<file path="config.mk">
export PLATFORM = sky130hd
export DESIGN_NAME = alu_arbiter
export DESIGN_NICKNAME = d
export VERILOG_FILES = /design/src/rtl/alu_arbiter.sv
export SDC_FILE = /design/constraint.sdc
export NUM_CORES = 1
export LEC_CHECK = 0
export BUFFER_PORTS_ARGS = -buffer_cell sky130_fd_sc_hd__buf_4
export CELL_PAD_IN_SITES_DETAIL_PLACEMENT = 0
export CELL_PAD_IN_SITES_GLOBAL_PLACEMENT = 1
export CORE_ASPECT_RATIO = 0.75
export CORE_MARGIN = 1.5
export CORE_UTILIZATION = 33
export DETAILED_ROUTE_END_ITERATION = 12
export PLACE_DENSITY_LB_ADDON = 0.25
export RECOVER_POWER = 100
export SETUP_SLACK_MARGIN = 0.05
export SLEW_MARGIN = 20
export SYNTH_ARGS = -nofsm -noshare
export SYNTH_HDL_FRONTEND = slang
export SYNTH_SLANG_ARGS = --single-unit
</file>
<file path="constraint.sdc">
create_clock -name clk -period 4.62 [get_ports clk]
set_input_delay 0.924 -clock clk [delete_from_list [all_inputs] [get_ports clk]]
set_output_delay 0.924 -clock clk [all_outputs]
set_load 0.1 [all_outputs]
</file>
<file path="src/rtl/alu_arbiter.sv">
// ---------------------------------------------------------------------------
// alu_arbiter
//
// Purpose:
//   Shares one external combinational ALU between two requesters. Requests are
//   arbitrated round-robin; the winner's opcode and operands are latched into
//   registers that drive the ALU, the ALU result and flags are captured one
//   cycle later and held on the response port until the owner accepts them.
//   A response handshake and a new grant may happen in the same cycle, which
//   gives a peak rate of one operation every two cycles.
//
// Optional feature:
//   Define ALU_ARBITER_STATS_EN to add the gnt_cnt output: one saturating
//   accept counter per requester (slice i = requester i), cleared by rst.
//
// Ports:
//   clk, rst      : clock (rising edge) and synchronous active-high reset
//   req_valid     : [1:0] request valid, bit i = requester i
//   req_ready     : [1:0] request accepted this cycle (one-hot or zero)
//   req_opcode    : [5:0] opcode, requester i in [3i+2:3i]
//   req_op_0/1    : [2*DATA_WIDTH-1:0] operands, requester i in slice i
//   rsp_valid     : [1:0] result valid for requester i (at most one bit)
//   rsp_ready     : [1:0] requester i accepts the result
//   rsp_data      : registered ALU result, shared by both requesters
//   rsp_zero      : registered ALU ZERO flag
//   rsp_negative  : registered ALU NEGATIVE flag
//   alu_opcode    : [2:0] to ALU opcode
//   alu_op_0/1    : [DATA_WIDTH-1:0] to ALU operands
//   alu_out       : [DATA_WIDTH-1:0] from ALU result
//   alu_zero      : from ALU ZERO
//   alu_negative  : from ALU NEGATIVE
//   gnt_cnt       : [2*CNT_WIDTH-1:0] grant counters (ALU_ARBITER_STATS_EN only)
// ---------------------------------------------------------------------------
module alu_arbiter #(
    parameter int DATA_WIDTH = 32,
    parameter int CNT_WIDTH  = 16
) (
    input  logic                    clk,
    input  logic                    rst,
    input  logic [1:0]              req_valid,
    output logic [1:0]              req_ready,
    input  logic [5:0]              req_opcode,
    input  logic [2*DATA_WIDTH-1:0] req_op_0,
    input  logic [2*DATA_WIDTH-1:0] req_op_1,
    output logic [1:0]              rsp_valid,
    input  logic [1:0]              rsp_ready,
    output logic [DATA_WIDTH-1:0]   rsp_data,
    output logic                    rsp_zero,
    output logic                    rsp_negative,
    output logic [2:0]              alu_opcode,
    output logic [DATA_WIDTH-1:0]   alu_op_0,
    output logic [DATA_WIDTH-1:0]   alu_op_1,
    input  logic [DATA_WIDTH-1:0]   alu_out,
    input  logic                    alu_zero,
    input  logic                    alu_negative
`ifdef ALU_ARBITER_STATS_EN
   ,output logic [2*CNT_WIDTH-1:0]  gnt_cnt
`endif
);

    typedef enum logic [1:0] {
        IDLE = 2'd0,
        EXEC = 2'd1,
        RESP = 2'd2
    } state_t;

    state_t state;
    state_t state_next;
    logic   rr_ptr;
    logic   owner;

    logic   can_grant;
    logic   grant_any;
    logic   grant_idx;
    logic   accept;

    // A new grant is possible when idle, or in RESP in the very cycle the
    // owner takes its result, so the next op can start without a bubble.
    always_comb begin
        can_grant = 1'b0;
        if (state == IDLE) begin
            can_grant = 1'b1;
        end else if (state == RESP) begin
            can_grant = rsp_ready[owner];
        end
    end

    // Choose the winner: a lone requester always wins, a tie goes to the
    // round-robin pointer, which always points away from the last winner.
    always_comb begin
        grant_any = 1'b0;
        grant_idx = rr_ptr;
        case (req_valid)
            2'b01: begin
                grant_any = 1'b1;
                grant_idx = 1'b0;
            end
            2'b10: begin
                grant_any = 1'b1;
                grant_idx = 1'b1;
            end
            2'b11: begin
                grant_any = 1'b1;
                grant_idx = rr_ptr;
            end
            default: begin
                grant_any = 1'b0;
                grant_idx = rr_ptr;
            end
        endcase
    end

    assign accept    = can_grant & grant_any;
    assign req_ready = accept ? (grant_idx ? 2'b10 : 2'b01) : 2'b00;

    // The response is presented only to the owner; the other bit stays low.
    assign rsp_valid = (state == RESP) ? (owner ? 2'b10 : 2'b01) : 2'b00;

    // Next-state logic: EXEC always lasts exactly one cycle; RESP leaves only
    // on the owner's handshake, straight into EXEC if a new op was granted.
    always_comb begin
        state_next = state;
        case (state)
            IDLE: begin
                if (accept) begin
                    state_next = EXEC;
                end
            end
            EXEC: begin
                state_next = RESP;
            end
            RESP: begin
                if (rsp_ready[owner]) begin
                    state_next = accept ? EXEC : IDLE;
                end
            end
            default: begin
                state_next = IDLE;
            end
        endcase
    end

    // State, arbitration pointer and datapath registers. The ALU inputs only
    // change on an accept, so they hold steady while idle or waiting on a
    // slow requester. The ALU result is sampled at the end of EXEC, once
    // the latched operands have had a full cycle to settle through the ALU.
    always_ff @(posedge clk) begin
        if (rst) begin
            state        <= IDLE;
            rr_ptr       <= 1'b0;
            owner        <= 1'b0;
            alu_opcode   <= '0;
            alu_op_0     <= '0;
            alu_op_1     <= '0;
            rsp_data     <= '0;
            rsp_zero     <= 1'b0;
            rsp_negative <= 1'b0;
        end else begin
            state <= state_next;
            if (accept) begin
                owner      <= grant_idx;
                rr_ptr     <= ~grant_idx;
                alu_opcode <= grant_idx ? req_opcode[5:3] : req_opcode[2:0];
                alu_op_0   <= grant_idx ? req_op_0[2*DATA_WIDTH-1:DATA_WIDTH]
                                        : req_op_0[DATA_WIDTH-1:0];
                alu_op_1   <= grant_idx ? req_op_1[2*DATA_WIDTH-1:DATA_WIDTH]
                                        : req_op_1[DATA_WIDTH-1:0];
            end
            if (state == EXEC) begin
                rsp_data     <= alu_out;
                rsp_zero     <= alu_zero;
                rsp_negative <= alu_negative;
            end
        end
    end

`ifdef ALU_ARBITER_STATS_EN
    logic [CNT_WIDTH-1:0] cnt [2];

    // One counter per requester, bumped on each of its accepts and pinned
    // at all-ones rather than wrapping.
    always_ff @(posedge clk) begin
        if (rst) begin
            cnt[0] <= '0;
            cnt[1] <= '0;
        end else begin
            for (int i = 0; i < 2; i++) begin
                if (accept && (grant_idx == 1'(i)) && (cnt[i] != '1)) begin
                    cnt[i] <= cnt[i] + CNT_WIDTH'(1);
                end
            end
        end
    end

    assign gnt_cnt = {cnt[1], cnt[0]};
`else
    // CNT_WIDTH only sizes the counters; keep it referenced when they are absent.
    logic [CNT_WIDTH-1:0] unused_cnt_width;
    assign unused_cnt_width = '0;
`endif

endmodule

</file>
==> results of run 1 <==
## stage by stage
step / util / worst slack [ps] / std cells / area, um2
after floorplan: - / 755 / 631 / 4940
after global placement: 0.486 / 1340 / 1054 / 7070
after detailed placement: 0.486 / 1290 / 1054 / 7080
after CTS: 0.504 / 1290 / 1068 / 7340
after global routing: 0.477 / 708 / 1068 / 6940
final: 0.477 / 760 / 1068 / 6940
## registers in the layout, summed over array words and instances (netlist names), 2 cells and up
register	cells
alu_op_0	32
alu_op_1	32
alu_opcode	3
rsp_data	32
state	2
## layout make-up
cell class | instances | area (um2) | area share
Multi-Input combinational cell | 459 | 2560 | 0.369
Sequential cell | 105 | 2100 | 0.303
Timing Repair Buffer | 285 | 1740 | 0.251
Tap cell | 200 | 250 | 0.0361
Clock buffer | 9 | 225 | 0.0325
Clock inverter | 5 | 35.0 | 0.00505
Inverter | 5 | 21.3 | 0.00307
## per-layer routing
metal	up-vias	routed length, um
li1	2696	-
met1	2522	7570
met2	225	8460
met3	21	1330
met4	0	318
met5	-	0
## kinds of logic after synthesis
| kind of cell | share of synthesized area |
|---|---|
| buf+inv | 0.0631 |
| simple gates | 0.251 |
| mux | 0.00937 |
| fa+ha+maj | 0.00507 |
| compound gates | 0.246 |
| flops | 0.426 |
## worst min-delay path: cells and delay by family (launching register included)
family	cells	cell delay [ps]
and+or+nand+nor	1	50
DFF	1	310
AOI/OAI and AO/OA	1	50
## final timing paths
kind,start,to,slack [ps],cells after the start
worst min register to register,rsp_data[6]$_SDFFE_PP0N_,rsp_data[6]$_SDFFE_PP0N_,460,2
worst max register to register,state[1]$_SDFFE_PP0P_,rsp_data[20]$_SDFFE_PP0N_,1950,5
worst min-delay path,rsp_data[6]$_SDFFE_PP0N_,rsp_data[6]$_SDFFE_PP0N_,460,2
worst max-delay path,req_valid[0],req_ready[0],760,6
## power by group through the flow
stage / Clock [mW] / Combinational [mW] / Sequential (mW)
floorplan: 0 / 0.367 / 1.77
global placement: 0 / 1.40 / 1.09
detailed placement: 0 / 1.40 / 1.09
CTS: 0.729 / 1.41 / 1.07
global route: 0.759 / 1.39 / 1.09
finish: 0.705 / 1.32 / 1.07
## cell usage in the layout (no fill, tap or decap), drive strengths merged
| master | Yosys | final |
|---|---|---|
| nand2 | 202 | 202 |
| buf | 31 | 177 |
| clkbuf | 31 | 117 |
| dfxtp | 105 | 105 |
| o221ai | 67 | 67 |
| a31oi | 67 | 67 |
| nand2b | 62 | 62 |
| a21oi | 36 | 36 |
| or2b | 6 | 6 |
| inv | 5 | 5 |
| clkinvlp | 0 | 4 |
| nor2 | 3 | 3 |
| nor3 | 2 | 2 |
| ha | 2 | 2 |
| mux2i | 2 | 2 |
| mux2 | 2 | 2 |
| a211oi | 2 | 2 |
| nor2b | 2 | 2 |
| or2 | 1 | 1 |
| o21ai | 1 | 1 |
| or3 | 1 | 1 |
| a22o | 1 | 1 |
| clkinv | 0 | 1 |
==> metrics.txt, run 1 <==
# TYPE chip_impl_metric gauge
chip_impl_info{name="run_status",value="complete, no violations"} 1
chip_impl_info{name="grt.busiest_layer",value="met2"} 1
chip_impl_metric{name="die_w",unit="um"} 144
chip_impl_metric{name="synth_nets",unit=""} 807
chip_impl_metric{name="critical_path_arrival",unit="ps"} 2940
chip_impl_metric{name="core-area",unit="um2"} 14500
chip_impl_metric{name="grt_overflow",unit=""} 0
chip_impl_metric{name="layout-drive-gt1-share",unit=""} 0.233
chip_impl_info{name="synth.area.top_cells",value="sky130_fd_sc_hd__dfxtp_1, sky130_fd_sc_hd__nand2_1, sky130_fd_sc_hd__o221ai_1, sky130_fd_sc_hd__a31oi_1, sky130_fd_sc_hd__nand2b_1"} 1
chip_impl_metric{name="p_int",unit="mW"} 1.64
chip_impl_metric{name="asyncSetResetFlopFracSynth",unit=""} 0
chip_impl_metric{name="synth_top_area_share",unit=""} 0.426
chip_impl_info{name="clockRootBuffer",value="sky130_fd_sc_hd__clkbuf_16"} 1
chip_impl_metric{name="post-route-period-util",unit=""} 0.835
chip_impl_metric{name="drtAntennaViolNets",unit=""} 0
chip_impl_metric{name="p_sw_frac",unit=""} 0.471
chip_impl_metric{name="dr_total_vias",unit=""} 5464
chip_impl_metric{name="cts.clk_slew.worst_paths",unit="ps"} 70
chip_impl_metric{name="nNetsFinal",unit=""} 1041
chip_impl_metric{name="die_area",unit="um2"} 15700
chip_impl_info{name="synth_commonest_cells",value="sky130_fd_sc_hd__nand2_1, sky130_fd_sc_hd__dfxtp_1, sky130_fd_sc_hd__a31oi_1, sky130_fd_sc_hd__o221ai_1, sky130_fd_sc_hd__nand2b_1"} 1
chip_impl_metric{name="static-leakage-power",unit="nW"} 2.74
chip_impl_info{name="crit_path_cell_trace",value="clkbuf_4 > inv_1 > ha_1 > mux2_2 > a211oi_2 > clkbuf_1"} 1
chip_impl_metric{name="powerDensity",unit="nW/um2"} 446
chip_impl_metric{name="post_synth_num_cell_types",unit=""} 26
chip_impl_info{name="setup.worst_path.end_class",value="output port"} 1
chip_impl_metric{name="tritoncts.num_buffers",unit=""} 9
chip_impl_metric{name="grt_antenna_before_repair",unit=""} 0
chip_impl_metric{name="postCtsResizedCells",unit=""} 0
chip_impl_metric{name="final.min_clock_period",unit="ps"} 3860
chip_impl_metric{name="drc",unit=""} 0
chip_impl_metric{name="grt.total_usage",unit=""} 0.223
chip_impl_metric{name="finalSetupViolations",unit=""} 0
chip_impl_metric{name="final-max-slew-violation-count",unit=""} 0
chip_impl_info{name="synth.largest_area_cell",value="sky130_fd_sc_hd__dfxtp_1"} 1
chip_impl_info{name="hold_path.class",value="reg2reg"} 1
chip_impl_metric{name="met3_usage",unit=""} 0.0619
chip_impl_metric{name="gp_congestion",unit=""} 0.876
chip_impl_metric{name="synth_sequential_area_ratio",unit=""} 0.426
chip_impl_info{name="cts_tree",value="built"} 1
chip_impl_metric{name="worst_pin_slew",unit="ps"} 1450
chip_impl_metric{name="post-layout-total-power",unit="mW"} 3.09
chip_impl_metric{name="clk-insertion-delay-late",unit="ps"} 350
chip_impl_metric{name="seq_power_share",unit=""} 0.346
chip_impl_metric{name="critPathMaxFanout",unit=""} 3
chip_impl_metric{name="max-clock-path-buffers",unit=""} 2
chip_impl_metric{name="grt_pass1_wl",unit="mm"} 27.2
chip_impl_metric{name="cts_num_sinks",unit=""} 105
chip_impl_metric{name="n_antenna_cell",unit=""} 0
chip_impl_metric{name="net-switching-power",unit="mW"} 1.46
chip_impl_metric{name="synth-warning-count",unit=""} 0
chip_impl_metric{name="hold_ws",unit="ps"} 457
chip_impl_metric{name="final.fill_count",unit=""} 1518
chip_impl_metric{name="detail_route.wl_per_cell",unit="um"} 16.6
chip_impl_metric{name="synth_seq_cells",unit=""} 105
chip_impl_metric{name="grt_max_degree",unit=""} 72
chip_impl_metric{name="power.combinational.fraction",unit=""} 0.425
chip_impl_info{name="synth_flop_cell",value="sky130_fd_sc_hd__dfxtp_1"} 1
chip_impl_metric{name="drt_first_iter_violations",unit=""} 327
chip_impl_metric{name="hold_viol_final",unit=""} 0
chip_impl_metric{name="design.portCount",unit=""} 279
chip_impl_metric{name="critical_path.n_buffers_inverters",unit=""} 3
chip_impl_metric{name="row_count",unit=""} 38
chip_impl_metric{name="totalWireLength",unit="mm"} 17.7
chip_impl_metric{name="io_buffer_count",unit=""} 278
chip_impl_metric{name="worst_ir_drop_vdd",unit="uV"} 175
chip_impl_metric{name="area_delta_synth_final",unit="%"} 40.5
chip_impl_metric{name="clock-skew-final",unit="ps"} 8.17
chip_impl_info{name="path_class",value="in2out"} 1
chip_impl_info{name="critical_path.slowest_cell",value="sky130_fd_sc_hd__clkbuf_1"} 1
chip_impl_metric{name="hpwl",unit="mm"} 11.7
chip_impl_metric{name="synth_area_per_cell",unit="um2"} 7.83
chip_impl_metric{name="globalRouteMet2Util",unit=""} 0.372
chip_impl_metric{name="initial_utilization",unit=""} 0.340
chip_impl_metric{name="timing.max_cap.violations",unit=""} 0
chip_impl_metric{name="viasPerCell",unit=""} 5.12
chip_impl_metric{name="max_slew_margin",unit=""} 0.0320
chip_impl_info{name="yosysMostFrequentCell",value="sky130_fd_sc_hd__nand2_1"} 1
chip_impl_metric{name="setup_tns",unit="ps"} 0
chip_impl_metric{name="h-tree-depth",unit=""} 3
chip_impl_info{name="grt_setup_unrepaired",value="false"} 1
chip_impl_metric{name="die_y",unit="um"} 109
chip_impl_info{name="timing.critical_path.from_type",value="input port"} 1
chip_impl_metric{name="groute.layer.met1.usage",unit=""} 0.273
chip_impl_metric{name="first_pass_iters",unit=""} 4
chip_impl_metric{name="worst-endpoint-required",unit="ps"} 3700
chip_impl_metric{name="post-cts-setup-buffer-count",unit=""} 0
chip_impl_metric{name="first_global_vias",unit=""} 5356
chip_impl_metric{name="synth.cell_area",unit="um2"} 4940
chip_impl_metric{name="slowest_delay",unit="ps"} 890
chip_impl_info{name="path_delay_family",value="buffers and inverters"} 1
chip_impl_metric{name="number_of_enable_type_register_cells_in_the_synthesized_netlist",unit=""} 0
chip_impl_metric{name="hold_buffers",unit=""} 0
chip_impl_metric{name="clock_group_share_of_total_power",unit=""} 0.228
chip_impl_metric{name="max_clock_freq",unit="GHz"} 0.259
chip_impl_metric{name="postSynthCellCount",unit=""} 631
Note: power is estimated with default switching activity, not from simulation.
==> run 2, diff against run 1 <==
Settings changed: ABC_AREA set to 1, CORE_UTILIZATION 33 to 29.
Clock period 4.62 ns to 3.8 ns, I/O delays scaled along.
==> metrics.txt, run 2 <==
# TYPE chip_impl_metric gauge
chip_impl_metric{name="drt_first_iter_violations",unit=""} 220
chip_impl_info{name="path_class",value="reg2out"} 1
chip_impl_metric{name="die_y",unit="um"} 114
chip_impl_info{name="yosysMostFrequentCell",value="sky130_fd_sc_hd__nand2_1"} 1
chip_impl_metric{name="synth_top_area_share",unit=""} 0.441
chip_impl_metric{name="hold_buffers",unit=""} 0
chip_impl_metric{name="core-area",unit="um2"} 16000
chip_impl_metric{name="tritoncts.num_buffers",unit=""} 9
chip_impl_info{name="run_status",value="finished, violations left"} 1
chip_impl_metric{name="grt_antenna_before_repair",unit=""} 0
chip_impl_info{name="r2r-start",value="owner$_SDFFE_PP0P_"} 1
chip_impl_metric{name="synth-warning-count",unit=""} 0
chip_impl_metric{name="post_synth_num_cell_types",unit=""} 16
chip_impl_metric{name="clk-insertion-delay-late",unit="ps"} 350
chip_impl_metric{name="powerDensity",unit="nW/um2"} 562
chip_impl_metric{name="cts_num_sinks",unit=""} 105
chip_impl_metric{name="numPlacedInstances",unit=""} 1149
chip_impl_info{name="clockRootBuffer",value="sky130_fd_sc_hd__clkbuf_16"} 1
chip_impl_info{name="synth_flop_cell",value="sky130_fd_sc_hd__dfxtp_1"} 1
chip_impl_metric{name="h-tree-depth",unit=""} 3
chip_impl_metric{name="hpwl",unit="mm"} 11.4
chip_impl_metric{name="synth_sequential_area_ratio",unit=""} 0.441
chip_impl_info{name="synth.area.top_cells",value="sky130_fd_sc_hd__dfxtp_1, sky130_fd_sc_hd__nand2_1, sky130_fd_sc_hd__nand3_1, sky130_fd_sc_hd__a21oi_1, sky130_fd_sc_hd__nor2_1"} 1
chip_impl_metric{name="grt_pass1_wl",unit="mm"} 26.3
chip_impl_metric{name="post-route-period-util",unit=""} 0.716
chip_impl_metric{name="design_area",unit="um2"} 6830
chip_impl_metric{name="setup_tns",unit="ps"} 0
chip_impl_metric{name="fin_util",unit=""} 0.427
chip_impl_metric{name="postCtsResizedCells",unit=""} 0
chip_impl_metric{name="clock_group_share_of_total_power",unit=""} 0.249
chip_impl_metric{name="final-max-slew-violation-count",unit=""} 71
chip_impl_metric{name="net-switching-power",unit="mW"} 1.82
chip_impl_metric{name="dr_total_vias",unit=""} 5508
chip_impl_metric{name="final.min_clock_period",unit="ps"} 2720
chip_impl_metric{name="die_w",unit="um"} 151
chip_impl_metric{name="r2r_cells",unit=""} 7
chip_impl_metric{name="detail_route.wl_per_cell",unit="um"} 14.6
chip_impl_metric{name="row_count",unit=""} 40
chip_impl_metric{name="static-leakage-power",unit="nW"} 3.18
chip_impl_metric{name="synth_area_per_cell",unit="um2"} 6.69
chip_impl_metric{name="synth_seq_cells",unit=""} 105
chip_impl_metric{name="gp_congestion",unit=""} 0.767
chip_impl_info{name="biggestRegsByFlops",value="alu_op_0: 32 flops, alu_op_1: 32 flops, rsp_data: 32 flops"} 1
chip_impl_metric{name="p_sw_frac",unit=""} 0.474
chip_impl_metric{name="hold_path_depth",unit=""} 2
chip_impl_info{name="worst_hold_path.endpoint",value="alu_op_0[29]$_SDFFE_PP0P_"} 1
chip_impl_metric{name="p_int",unit="mW"} 2.02
chip_impl_metric{name="critical_path_arrival",unit="ps"} 1960
chip_impl_metric{name="max-clock-path-buffers",unit=""} 2
chip_impl_metric{name="setup_slack_on_the_worst_flop_to_flop_path",unit="ps"} 1500
chip_impl_metric{name="area.sequential",unit="um2"} 2100
chip_impl_metric{name="nNetsFinal",unit=""} 1126
chip_impl_info{name="synth_commonest_cells",value="sky130_fd_sc_hd__nand2_1, sky130_fd_sc_hd__nand3_1, sky130_fd_sc_hd__dfxtp_1, sky130_fd_sc_hd__nor2_1, sky130_fd_sc_hd__a21oi_1"} 1
chip_impl_info{name="synth.largest_area_cell",value="sky130_fd_sc_hd__dfxtp_1"} 1
chip_impl_metric{name="critPathMaxFanout",unit=""} 3
chip_impl_metric{name="drtAntennaViolNets",unit=""} 0
chip_impl_metric{name="detailed_place.area",unit="um2"} 6930
chip_impl_info{name="crit_path_cell_trace",value="inv_1 > nor2_1 > inv_1 > nor2_1 > clkbuf_1"} 1
chip_impl_metric{name="drc",unit=""} 0
chip_impl_metric{name="final.fill_count",unit=""} 1826
chip_impl_info{name="setup.worst_path.end_class",value="output port"} 1
chip_impl_info{name="grt_setup_unrepaired",value="false"} 1
chip_impl_metric{name="power.combinational.fraction",unit=""} 0.418
chip_impl_metric{name="layout-drive-gt1-share",unit=""} 0.215
chip_impl_metric{name="viasPerCell",unit=""} 4.73
chip_impl_info{name="cts_tree",value="built"} 1
chip_impl_metric{name="slowest_delay",unit="ps"} 910
chip_impl_info{name="failed_checks",value="max-capacitance violations, max-slew violations"} 1
chip_impl_metric{name="clock-skew-final",unit="ps"} 9.67
chip_impl_info{name="hold_path.class",value="reg2reg"} 1
chip_impl_info{name="final_cell_mix",value="sky130_fd_sc_hd__nand2_1, sky130_fd_sc_hd__buf_4, sky130_fd_sc_hd__nand3_1, sky130_fd_sc_hd__dfxtp_1, sky130_fd_sc_hd__clkbuf_1"} 1
chip_impl_metric{name="finalSetupViolations",unit=""} 0
chip_impl_metric{name="timing.max_cap.violations",unit=""} 1
chip_impl_metric{name="final_cells",unit=""} 1165
chip_impl_info{name="layout_commonest_cell",value="sky130_fd_sc_hd__nand2_1"} 1
chip_impl_metric{name="postSynthCellCount",unit=""} 712
chip_impl_metric{name="cts.clk_slew.worst_paths",unit="ps"} 70
chip_impl_metric{name="grt_max_degree",unit=""} 71
chip_impl_metric{name="initial_utilization",unit=""} 0.297
chip_impl_metric{name="final.setup.worst_slack",unit="ps"} 1080
chip_impl_metric{name="worst_ir_drop_vdd",unit="uV"} 253
chip_impl_metric{name="minimum_setup_slack_after_placement",unit="ps"} 1130
chip_impl_metric{name="max_slew_margin",unit=""} -0.0369
chip_impl_info{name="critical_path.reg2reg.endpoint",value="alu_op_1[21]$_SDFFE_PP0P_"} 1
chip_impl_metric{name="die_area",unit="um2"} 17200
chip_impl_metric{name="grt.total_usage",unit=""} 0.194
chip_impl_metric{name="max_clock_freq",unit="GHz"} 0.368
chip_impl_metric{name="synth_nets",unit=""} 888
chip_impl_metric{name="worst_pin_slew",unit="ps"} 1560
chip_impl_metric{name="totalWireLength",unit="mm"} 17.0
chip_impl_metric{name="design.portCount",unit=""} 279
chip_impl_metric{name="area_delta_synth_final",unit="%"} 43.5
chip_impl_metric{name="synth.cell_area",unit="um2"} 4760
chip_impl_info{name="timing.critical_path.from_type",value="flip-flop"} 1
chip_impl_metric{name="io_buffer_count",unit=""} 278
chip_impl_info{name="critical_path.slowest_cell",value="sky130_fd_sc_hd__clkbuf_1"} 1
chip_impl_info{name="worst_hold_startpoint",value="alu_op_0[29]$_SDFFE_PP0P_"} 1
chip_impl_metric{name="post-cts-setup-buffer-count",unit=""} 0
chip_impl_metric{name="multiInputGateArea",unit="um2"} 2330
chip_impl_metric{name="first_global_vias",unit=""} 5157
chip_impl_metric{name="grt_overflow",unit=""} 0
chip_impl_metric{name="seq_power_share",unit=""} 0.333
chip_impl_metric{name="n_antenna_cell",unit=""} 0
chip_impl_metric{name="first_pass_iters",unit=""} 4
chip_impl_metric{name="asyncSetResetFlopFracSynth",unit=""} 0
chip_impl_metric{name="worst-endpoint-required",unit="ps"} 3040
chip_impl_metric{name="hold_viol_final",unit=""} 0
chip_impl_metric{name="number_of_enable_type_register_cells_in_the_synthesized_netlist",unit=""} 0
[run 2: cell count changes after synthesis, moves of 8 or more]
cell	before	now
sky130_fd_sc_hd__a31oi_1	67	0
sky130_fd_sc_hd__nand3_1	0	136
sky130_fd_sc_hd__a21oi_1	36	69
sky130_fd_sc_hd__nor2_1	2	78
sky130_fd_sc_hd__inv_1	4	12
sky130_fd_sc_hd__nand2_1	202	213
sky130_fd_sc_hd__o21ai_0	0	34
sky130_fd_sc_hd__nand2b_1	62	0
sky130_fd_sc_hd__o221ai_1	67	0
[run 2: stage by stage]
stage,total power [mW],hold slack [ps]
detailed placement,3.02,456
CTS,3.99,467
global route,4.04,484
global placement,3.02,453
finish,3.84,465
floorplan,2.58,469
[run 2: cell type report]
cell class	count	share of cell area
clock buffer	9	0.0330
clock inverter	7	0.0119
inverter	14	0.00769
multi-input combinational	534	0.341
sequential	105	0.308
tap	210	0.0384
timing repair buffer	286	0.260
[run 2: worst max path at each step]
| stage | cells past startpoint | slack [ps] | to | from |
|---|---|---|---|---|
| 2_1_floorplan | 8 | 280 | req_ready[1] | req_valid[0] |
| 3_3_place_gp | 10 | 1150 | req_ready[0] | req_valid[0] |
| 3_5_place_dp | 10 | 1130 | req_ready[0] | req_valid[0] |
| 4_1_cts | 10 | 1120 | req_ready[0] | req_valid[0] |
| 5_1_grt | 9 | 860 | alu_op_0[3]$_SDFFE_PP0P_ | req_valid[0] |
| 6_report | 5 | 1080 | rsp_valid[0] | state[1]$_SDFFE_PP0P_ |
[run 2: power groups by stage]
stage | Clock, mW | Sequential [mW] | Combinational (mW)
after floorplan | 0 | 2.13 | 0.453
after detailed placement | 0 | 1.31 | 1.72
after global placement | 0 | 1.30 | 1.72
after CTS | 0.989 | 1.28 | 1.72
final | 0.955 | 1.28 | 1.61
after global routing | 1.03 | 1.30 | 1.71
[run 2: critical path: cells and delay by family (launching register included)]
family	cells	cell delay [ps]
buffers and inverters	3	1040
flip-flops	1	350
AND/OR/NAND/NOR	2	220
[run 2: logic make-up after synthesis]
| kind of cell | count (synthesis) | synth area share |
|---|---|---|
| adder cells (fa/ha/maj) | 2 | 0.00525 |
| AO/OA/AOI/OAI | 103 | 0.108 |
| AND/OR/NAND/NOR | 429 | 0.376 |
| flip-flops | 105 | 0.441 |
| buffers and inverters | 73 | 0.0693 |
[run 2: routing by layer]
metal | up-vias | share of wire | global-route usage
met5 | - | 0 | 0
met4 | 0 | 0.016 | 0.0621
met3 | 17 | 0.076 | 0.0568
met2 | 172 | 0.44 | 0.318
li1 | 2796 | - | -
met1 | 2523 | 0.46 | 0.245
==> run 3, diff against run 2 <==
Settings changed: CORE_UTILIZATION 29 to 26.
Clock period 3.8 ns to 2.2 ns, I/O delays scaled along.
==> metrics.txt, run 3 (synthesis results as in run 2) <==
# TYPE chip_impl_metric gauge
chip_impl_metric{name="max_clock_freq",unit="GHz"} 0.489
chip_impl_metric{name="hold_ws",unit="ps"} 335
chip_impl_metric{name="r2r_cells",unit=""} 7
chip_impl_metric{name="final.fill_count",unit=""} 1962
chip_impl_metric{name="totalWireLength",unit="mm"} 17.1
chip_impl_metric{name="drc",unit=""} 0
chip_impl_metric{name="met2WireLength",unit="mm"} 7.91
chip_impl_metric{name="worst-endpoint-required",unit="ps"} 1760
chip_impl_metric{name="design.portCount",unit=""} 279
chip_impl_metric{name="dr_total_vias",unit=""} 5476
chip_impl_metric{name="multiInputGateArea",unit="um2"} 2360
chip_impl_metric{name="met3RoutedLength",unit="mm"} 1.18
chip_impl_metric{name="hpwl",unit="mm"} 11.6
chip_impl_metric{name="grt.total_usage",unit=""} 0.179
chip_impl_metric{name="final-max-slew-violation-count",unit=""} 0
chip_impl_metric{name="nNetsFinal",unit=""} 1129
chip_impl_metric{name="critical_path_arrival",unit="ps"} 1610
chip_impl_info{name="clockRootBuffer",value="sky130_fd_sc_hd__clkbuf_16"} 1
chip_impl_metric{name="initial_utilization",unit=""} 0.267
chip_impl_metric{name="max_slew_margin",unit=""} 0.458
chip_impl_metric{name="grt_antenna_before_repair",unit=""} 0
chip_impl_info{name="run_status",value="complete, no violations"} 1
chip_impl_metric{name="final.setup.worst_slack",unit="ps"} 153
chip_impl_metric{name="finalSetupViolations",unit=""} 0
chip_impl_info{name="grt_setup_unrepaired",value="false"} 1
chip_impl_metric{name="first_global_vias",unit=""} 5262
chip_impl_metric{name="hold_path_depth",unit=""} 3
chip_impl_metric{name="post-route-period-util",unit=""} 0.930
chip_impl_metric{name="setup_slack_on_the_worst_flop_to_flop_path",unit="ps"} 350
chip_impl_info{name="worst_hold_startpoint",value="alu_out[9]"} 1
chip_impl_metric{name="static-leakage-power",unit="nW"} 3.55
chip_impl_info{name="hold_path.class",value="in2reg"} 1
chip_impl_info{name="worst_hold_path.endpoint",value="rsp_data[9]$_SDFFE_PP0N_"} 1
chip_impl_info{name="biggestRegsByFlops",value="alu_op_0: 32 flops, alu_op_1: 32 flops, rsp_data: 32 flops"} 1
chip_impl_info{name="path_class",value="in2out"} 1
chip_impl_metric{name="powerDensity",unit="nW/um2"} 955
chip_impl_metric{name="drtAntennaViolNets",unit=""} 0
chip_impl_metric{name="clk-insertion-delay-late",unit="ps"} 350
chip_impl_metric{name="tritoncts.num_buffers",unit=""} 9
chip_impl_metric{name="hold_viol_final",unit=""} 0
chip_impl_metric{name="final.min_clock_period",unit="ps"} 2050
chip_impl_metric{name="core-area",unit="um2"} 17800
chip_impl_info{name="setup.worst_path.end_class",value="output port"} 1
chip_impl_metric{name="die_area",unit="um2"} 19100
chip_impl_metric{name="grt_max_degree",unit=""} 70
chip_impl_metric{name="area.sequential",unit="um2"} 2100
chip_impl_metric{name="io_buffer_count",unit=""} 278
chip_impl_metric{name="detailed_place.area",unit="um2"} 7080
chip_impl_metric{name="die_y",unit="um"} 120
chip_impl_metric{name="first_pass_iters",unit=""} 4
chip_impl_metric{name="n_antenna_cell",unit=""} 0
chip_impl_metric{name="grt_pass1_wl",unit="mm"} 27.4
chip_impl_metric{name="h-tree-depth",unit=""} 3
chip_impl_metric{name="post-cts-setup-buffer-count",unit=""} 0
chip_impl_metric{name="design_area",unit="um2"} 7110
chip_impl_metric{name="minimum_setup_slack_after_placement",unit="ps"} 129
chip_impl_info{name="layout_commonest_cell",value="sky130_fd_sc_hd__nand2_1"} 1
chip_impl_info{name="critical_path.reg2reg.endpoint",value="alu_op_1[31]$_SDFFE_PP0P_"} 1
chip_impl_metric{name="worst_pin_slew",unit="ps"} 813
chip_impl_metric{name="detail_route.wl_per_cell",unit="um"} 14.3
chip_impl_metric{name="fin_util",unit=""} 0.399
chip_impl_metric{name="cts_num_sinks",unit=""} 105
chip_impl_metric{name="die_w",unit="um"} 159
chip_impl_metric{name="wl_met1",unit="mm"} 7.78
chip_impl_metric{name="drt_first_iter_violations",unit=""} 283
chip_impl_metric{name="cts.clk_slew.worst_paths",unit="ps"} 80
chip_impl_metric{name="layout-drive-gt1-share",unit=""} 0.330
chip_impl_metric{name="timing.max_cap.violations",unit=""} 0
chip_impl_info{name="final_cell_mix",value="sky130_fd_sc_hd__nand2_1, sky130_fd_sc_hd__buf_4, sky130_fd_sc_hd__nand3_1, sky130_fd_sc_hd__dfxtp_1, sky130_fd_sc_hd__clkbuf_2"} 1
chip_impl_metric{name="worst_ir_drop_vdd",unit="uV"} 349
chip_impl_metric{name="area_delta_synth_final",unit="%"} 49.3
chip_impl_metric{name="gp_congestion",unit=""} 0.769
chip_impl_info{name="r2r-start",value="owner$_SDFFE_PP0P_"} 1
chip_impl_metric{name="clock-skew-final",unit="ps"} 12.7
chip_impl_info{name="timing.critical_path.from_type",value="input port"} 1
chip_impl_info{name="cts_tree",value="built"} 1
chip_impl_metric{name="critPathMaxFanout",unit=""} 3
chip_impl_metric{name="viasPerCell",unit=""} 4.56
chip_impl_metric{name="row_count",unit=""} 42
chip_impl_info{name="top_layer",value="met4"} 1
chip_impl_metric{name="max-clock-path-buffers",unit=""} 2
chip_impl_metric{name="grt_overflow",unit=""} 0
run 3: cell count changes in the layout (fill, tap and decap cells not counted), sizes merged:
cell      change
clkinvlp      +2
bufinv        +1
inv           -1
buf           +3
clkinv        -2
run 3: per-layer routing:
| metal | vias to the layer above | GRT usage |
|---|---|---|
| met1 | 2495 | 0.225 |
| met4 | 0 | 0.0478 |
| li1 | 2808 | - |
| met3 | 14 | 0.0549 |
| met2 | 159 | 0.297 |
| met5 | - | 0 |
run 3: worst max path at each step:
stage                                      from      endpoint  cells past startpoint
after global routing         owner$_SDFFE_PP0P_  req_ready[0]                      7
after global placement             req_valid[0]  req_ready[0]                     10
final                              req_valid[0]  req_ready[0]                     10
after CTS                          req_valid[0]  req_ready[0]                     10
after floorplan           state[1]$_SDFFE_PP0P_  rsp_valid[0]                      4
after detailed placement           req_valid[0]  req_ready[0]                     10
run 3: worst max-delay path: stages:
cell,delay (ps)
sky130_fd_sc_hd__buf_4,80
sky130_fd_sc_hd__inv_1,60
sky130_fd_sc_hd__ha_4,290
sky130_fd_sc_hd__inv_2,40
sky130_fd_sc_hd__nand2_2,80
sky130_fd_sc_hd__nand2_1,50
sky130_fd_sc_hd__inv_1,110
sky130_fd_sc_hd__nand2_2,100
sky130_fd_sc_hd__clkinvlp_4,70
sky130_fd_sc_hd__buf_4,280
run 3: power breakdown:
part	internal (mW)	total, mW	switching, mW
clock network	0.919	1.73	0.815
logic	0.627	2.85	2.22
registers	2.11	2.21	0.105
run 3: stage by stage:
| stage | power [mW] | cells | TNS (ps) |
|---|---|---|---|
| 2_1_floorplan | 4.47 | 712 | -64.4 |
| 3_3_place_gp | 5.27 | 1184 | 0 |
| 3_5_place_dp | 5.27 | 1184 | 0 |
| 4_1_cts | 7.04 | 1200 | 0 |
| 5_1_grt | 7.15 | 1200 | 0 |
| 6_report | 6.79 | 1200 | 0 |
run 3: final cells by class:
| class | instances | share of cell area |
|---|---|---|
| tap | 242 | 0.0426 |
| inverter | 14 | 0.00792 |
| clock inverter | 7 | 0.0132 |
| multi-input combinational | 534 | 0.332 |
| clock buffer | 9 | 0.0317 |
| sequential | 105 | 0.296 |
| timing repair buffer | 289 | 0.277 |
run 3: what timing repair did:
| action | CTS | global route |
|---|---|---|
| endpoints found under the setup margin | 0 | 1 |
| hold buffers | 0 | 0 |
| hold endpoints to repair | 0 | 0 |
| gates resized for setup | 0 | 1 |
